[config.mk]
export PLATFORM = sky130hd
export DESIGN_NAME = vga_layer_compositor
export DESIGN_NICKNAME = d
export VERILOG_FILES = /design/src/rtl/vga_layer_compositor.sv
export SDC_FILE = /design/constraint.sdc
export NUM_CORES = 1
export LEC_CHECK = 0
export ABC_AREA = 1
export CORE_MARGIN = 2
export CORE_UTILIZATION = 40
export CTS_CLUSTER_SIZE = 12
export DETAILED_ROUTE_END_ITERATION = 8
export PLACE_DENSITY = 0.7
export SLEW_MARGIN = 5
export SYNTH_ARGS = -nofsm -noshare
export SYNTH_HDL_FRONTEND = slang
export SYNTH_SLANG_ARGS = --single-unit
[constraint.sdc]
create_clock -name clock -period 3.4 [get_ports clock]
set_clock_uncertainty 0.1 [all_clocks]
set_input_delay 0.85 -clock clock [delete_from_list [all_inputs] [get_ports clock]]
set_output_delay 0.85 -clock clock [all_outputs]
set_load 0.02 [all_outputs]
[src/rtl/vga_layer_compositor.sv]
// Priority compositor for up to eight graphic layers. PicoBlaze-programmable
// enable/blink masks and background colour, two free-running blink generators, registered RGB output.
module vga_layer_compositor #(
  parameter int          LAYERS     = 6,
  parameter int          RGB_W      = 8,
  parameter int          BLINK0_MAX = 16666666,
  parameter int          BLINK1_MAX = 24999999,
  parameter int          BLINK_W    = 25,
  parameter logic [7:0]  PORT_BASE  = 8'h40
) (
  input  logic                    clock,
  input  logic                    reset,
  input  logic                    pixel_tick,
  input  logic                    video_on,
  input  logic [LAYERS-1:0]       layer_on,
  input  logic [LAYERS*RGB_W-1:0] layer_rgb,
  input  logic [7:0]              port_id,
  input  logic [7:0]              in_dato,
  input  logic                    write_strobe,
  output logic [RGB_W-1:0]        rgb,
  output logic                    blink0,
  output logic                    blink1
);

  localparam logic [7:0] ADDR_MASK      = PORT_BASE;
  localparam logic [7:0] ADDR_BLINK_EN  = PORT_BASE + 8'd1;
  localparam logic [7:0] ADDR_BLINK_SEL = PORT_BASE + 8'd2;
  localparam logic [7:0] ADDR_BG        = PORT_BASE + 8'd3;

  localparam logic [BLINK_W-1:0] BLINK0_TC = BLINK_W'(BLINK0_MAX);
  localparam logic [BLINK_W-1:0] BLINK1_TC = BLINK_W'(BLINK1_MAX);

  logic [LAYERS-1:0]  en_mask;
  logic [LAYERS-1:0]  blink_en;
  logic [LAYERS-1:0]  blink_sel;
  logic [RGB_W-1:0]   bg_colour;
  logic [RGB_W-1:0]   bg_next;
  logic [BLINK_W-1:0] blink_cnt0;
  logic [BLINK_W-1:0] blink_cnt1;
  logic [LAYERS-1:0]  sel_state;
  logic [LAYERS-1:0]  eligible;
  logic [RGB_W-1:0]   selected;

  // Write data is 8 bits wide; wider colours get zero-extended.
  generate
    if (RGB_W > 8) begin : g_bg_wide
      assign bg_next = {{(RGB_W-8){1'b0}}, in_dato};
    end else begin : g_bg_narrow
      assign bg_next = in_dato[RGB_W-1:0];
    end
  endgenerate

  always_ff @(posedge clock or posedge reset) begin
    if (reset) begin
      en_mask   <= '1;
      blink_en  <= '0;
      blink_sel <= '0;
      bg_colour <= '0;
    end else if (write_strobe) begin
      case (port_id)
        ADDR_MASK:      en_mask   <= in_dato[LAYERS-1:0];
        ADDR_BLINK_EN:  blink_en  <= in_dato[LAYERS-1:0];
        ADDR_BLINK_SEL: blink_sel <= in_dato[LAYERS-1:0];
        ADDR_BG:        bg_colour <= bg_next;
        default: ;
      endcase
    end
  end

  // Blink generators run on the system clock, not the pixel clock, so their
  // rate is independent of the video mode.
  always_ff @(posedge clock or posedge reset) begin
    if (reset) begin
      blink_cnt0 <= '0;
      blink0     <= 1'b0;
    end else if (blink_cnt0 == BLINK0_TC) begin
      blink_cnt0 <= '0;
      blink0     <= ~blink0;
    end else begin
      blink_cnt0 <= blink_cnt0 + 1'b1;
    end
  end

  always_ff @(posedge clock or posedge reset) begin
    if (reset) begin
      blink_cnt1 <= '0;
      blink1     <= 1'b0;
    end else if (blink_cnt1 == BLINK1_TC) begin
      blink_cnt1 <= '0;
      blink1     <= ~blink1;
    end else begin
      blink_cnt1 <= blink_cnt1 + 1'b1;
    end
  end

  assign sel_state = (blink_sel & {LAYERS{blink1}}) | (~blink_sel & {LAYERS{blink0}});
  assign eligible  = layer_on & en_mask & (~blink_en | sel_state);

  // Scan from the top index down so the lowest eligible index is written last and wins.
  always_comb begin
    selected = bg_colour;
    for (int i = LAYERS-1; i >= 0; i--) begin
      if (eligible[i]) selected = layer_rgb[i*RGB_W +: RGB_W];
    end
    if (!video_on) selected = '0;
  end

  always_ff @(posedge clock or posedge reset) begin
    if (reset) begin
      rgb <= '0;
    end else if (pixel_tick) begin
      rgb <= selected;
    end
  end

endmodule

Word-level counts from Yosys, hierarchy flattened
Index checks and enable logic that the tools add are counted.

Output and inout bits: 10. Bits of input ports: 75. RAM bits: 0. Logic and storage cells: 40. Bits in latches: 0. Memory bits (read-only): 0. Register bits after elaboration: 86. Memories: 0.

Multiply operators: 0. Equal/unequal tests: 6. $add $sub $neg: 2. Magnitude comparators: 0. Bitwise gates (word level): 10. Mux-type cells: 9. Divide/modulo/power cells: 0. Shifts and indexed selects: 0. Reductions and logical operators: 4.

Operators by type and width (number): two-way mux 8 bit (7); adder 25 x 1 -> 25 bit, second input constant (2); two-way mux 25 bit (2); equality test 8 x 7 -> 1 bit, second input constant (4); equality test 25 x 24 -> 1 bit, second input constant (1); equality test 25 bit, second input constant (1); bitwise AND 6 bit (4); NOT 6 bit (2); bitwise OR 6 bit (2); AND reduction 2 bit (4); NOT 1 bit (2).

Logic depth before layout (Yosys ltp)
Depth after elaboration: 12. Depth in mapped cells: 12. Depth with buffers taken out: 12.

Worst setup path before layout
Ideal clock, no wire load.

Path kind: input-to-reg. Start point: input port port_id[3]. End point: register bg_colour[0]. Stages: 6. Path buffers: 1. Data required time: 3.174 ns. Data arrival time: 1.745 ns. Setup time: 0.126 ns. Setup slack: 1.428 ns. Path through: or2_1 -> nor3b_1 -> nand2_1 -> buf_2 -> nand2_1 -> o21ai_0.

Longest elaborated chain between the ends: 2.

Ends and longest elaborated chain: from (decl) (RTL line 17) `input logic [7:0] port_id,`; equality test 8 x 7 -> 1 bit (RTL line 60) `case (port_id)`; AND reduction 2 bit (no source line); to (signal assigned) (RTL line 64) `ADDR_BG: bg_colour <= bg_next;`; to (decl) (RTL line 36) `logic [RGB_W-1:0] bg_colour;`.

No other way between the ends. A chain may end at the register's enable or synchronous reset.

Worst setup path in the final report
Start point: register blink1. End point: output port blink1.

RTL lines: from (decl) (RTL line 22) `output logic blink1`; from (signal assigned) (RTL line 90) `blink1 <= ~blink1;`.

No word-level cell between the ends.

==> reports/metrics.yaml <==
cts_buffers: 9
cts_setup_buffers: 0
h-tree-depth: 3
min_period_ns: 2.520
cp_slowest_stage_delay_ns: 0.68
clock-sinks: 86
synth_edf_count: 0
drt_iter0_drc: 404
drcViolationCount: 0
synth_top_area_share_pct: 38.20
die_w_um: 118.5
finalHoldViolations: 0
max-vdd-ir-drop_mv: 0.1977
avgSynthCellArea_um2: 7.361
io_buffers: 84
nFillCells: 1279
cts_tree: "yes"
use_met3_pct: 3.764
synth-main-ff-cell: "dfrtp_1"
crit_required_ns: 2.45
grt_pass1_wl_um: 21910
clockRootBuffer: "clkbuf_16"
synth.ff_latch_count: 86
final_antenna_net_count: 0
cp.arrival_ns: 1.57
crit_buf_inv: 1
path_class: "reg2out"
wl_um: 12870
grt_max_degree: 39
cts_resized: 0
grt_usage_pct: 19.26
end_kind: "output pin"
rows: 41
synthesis.area_um2: 5241
critPathTopFamily: "buffers and inverters"
place_inst: 960
setup_viol: 0
synth_top_area_cell: "dfrtp_1"
syn_to_final_growth_pct: 25.09
critPathLaunchType: "flop"
fin_crit_sh_pct: 74.11
synth_area_leaders: "dfrtp_1 38%, nand2_1 12%, inv_1 9.1%"
dieArea_um2: 14040
utilization_pct: 51.53
powerDensity_nw_per_um2: 337.5
synth-seq-area-share_pct: 41.20
start_util_pct: 41.20
path_cells: "clkdlybuf4s50_1"
antenna_found_initial: 0
clk_latency_ns: 0.35
diodes: 0
post_drt_wl_per_cell_um: 13.18
drt-vias-per-instance: 4.873
setup_tns_ns: 0
detailed_place_hpwl_um: 9765
busiest_layer: "met2"
final_cells: 976
synth_nets: 790
core_area_um2: 12720
leakagePower_nw: 3.102
grt_util_met2_pct: 30.06
ctsHoldBuffers: 0
ios: 85
hold_class: "reg2reg"
dr.pass1.iters: 5
slew_headroom_pct: 55.48
clkTransAtPathRegs_ns: 0.06
routabilityCongestion: 0.9353
ys_types: 43
grt_overflow: 0
grt_pass1_vias: 4542
vias: 4756
grtUsageMet1_pct: 26.29
drive_gt1_share_pct: 9.080
worst_pin_slew_ns: 0.6669
rsz0062_at_grt: "false"
nets: 877
clk_path_buf_depth: 2
async_reset_ff_share_pct: 100.0
slew_violations: 0
status: "finished, final reports clean"
die_y_um: 118.5
path_max_fanout: 8
cap_violations: 0
ys_warn_count: 0
syn_inst: 712
cp_slowest_cell: "clkdlybuf4s50_1"
fmax_mhz: 396.9
## per-stage QoR
step | instance area (um2) | hold WS (ns) | power, W | setup slack, ns
2_1_floorplan | 5241 | 0.3533 | 0.001176 | 0.2381
3_3_place_gp | 6279 | 0.3631 | 0.001310 | 0.7861
3_5_place_dp | 6279 | 0.3643 | 0.001312 | 0.7300
4_1_cts | 6556 | 0.3816 | 0.002241 | 0.8681
5_1_grt | 6556 | 0.4164 | 0.002308 | 0.8020
6_report | 6556 | 0.3784 | 0.002213 | 0.8804
## final cells by class
| cell class | instances | area (um2) | share of cell area (%) |
|---|---|---|---|
| Timing Repair Buffer | 87 | 875.8 | 13.36 |
| Inverter | 136 | 511.7 | 7.805 |
| Tap cell | 172 | 215.2 | 3.282 |
| Sequential cell | 86 | 2160 | 32.94 |
| Clock buffer | 10 | 229.0 | 3.492 |
| Clock inverter | 6 | 48.80 | 0.7443 |
| Multi-Input combinational cell | 479 | 2516 | 38.38 |
## Yosys cell counts (all sizes together), types with 4 or more instances
| cell type | number |
|---|---|
| nand2 | 178 |
| xnor2 | 5 |
| o211ai | 4 |
| nor2 | 68 |
| dfrtp | 80 |
| clkbuf | 6 |
| inv | 135 |
| o21ai | 62 |
| dfstp | 6 |
| buf | 5 |
| nand3 | 46 |
| or2 | 11 |
| nor4 | 15 |
| nand4 | 26 |
| nor3 | 17 |
| nor3b | 4 |
| a21oi | 4 |
| xor2 | 23 |
## final timing paths
kind,slack (ns),endpoint,depth (start not counted),startpoint
hold reg to reg,0.38,rgb[0]$_DFFE_PP0P_,2,rgb[0]$_DFFE_PP0P_
max in group asynchronous,1.77,en_mask[4]$_DFFE_PP1P_,3,reset
hold / removal,0.38,rgb[0]$_DFFE_PP0P_,2,rgb[0]$_DFFE_PP0P_
setup reg to reg,1.33,blink_cnt1[12]$_DFF_PP0_,6,blink_cnt1[0]$_DFF_PP0_
min in group asynchronous,0.80,blink_cnt1[18]$_DFF_PP0_,2,reset
setup / recovery,0.88,blink1,1,blink1$_DFFE_PP0N_
## cell families (layout without fill, tap and decap cells)
kind of cell	Yosys count	count (layout)	share of synthesized area (%)
buffers and inverters	147	239	10.79
muxes	2	2	0.4297
and+or+nand+nor	372	372	34.64
adders and majority gates	3	3	0.7162
AOI/OAI and AO/OA	74	74	7.543
xor gates and xnor gates	28	28	4.679
DFF	86	86	41.20
## routing by layer
layer | part of all wire [%] | vias to the layer above
met5 | 0 | -
met4 | 2.3 | 0
met3 | 5.8 | 21
met2 | 43 | 154
met1 | 49 | 2151
li1 | - | 2430
## placed cells by master (no fill, tap or decap), types with 3 or more instances in the layout
cell type	count
a21oi_1	4
clkbuf_16	9
clkdlybuf4s50_1	84
dfrtp_1	80
dfstp_2	6
ha_1	3
inv_1	126
inv_2	8
nand2_1	172
nand2_2	6
nand3_1	42
nand3_2	3
nand3b_1	3
nand4_1	25
nor2_1	60
nor2_2	5
nor2_4	3
nor3_1	13
nor3_2	4
nor3b_1	3
nor4_1	11
o211ai_1	4
o21ai_0	59
o21ai_1	3
or2_2	7
xnor2_1	5
xor2_1	23
## sequential cells by signal, indices dropped and copies added, names as in the netlist
register	cells
blink1	1
blink_cnt1	25
blink_cnt0	25
blink_sel	6
bg_colour	8
rgb	8
en_mask	6
blink_en	6
blink0	1
## power by group
| group | internal [W] | total [W] | switching [W] |
|---|---|---|---|
| registers | 0.00105 | 0.00106 | 0.0000136 |
| logic | 0.000124 | 0.000230 | 0.000106 |
| clock network | 0.000501 | 0.000920 | 0.000419 |
| total | 0.00167 | 0.00221 | 0.000539 |
## worst reg2reg max path: stages (launching register included)
cell and delay (ns):
dfrtp_1 0.47, ha_1 0.24, nand3_2 0.16, nor2_4 0.18, nand4_1 0.18, nor4_4 0.49
nor3b_1 0.11
Power figures use the tool's default switching activity.
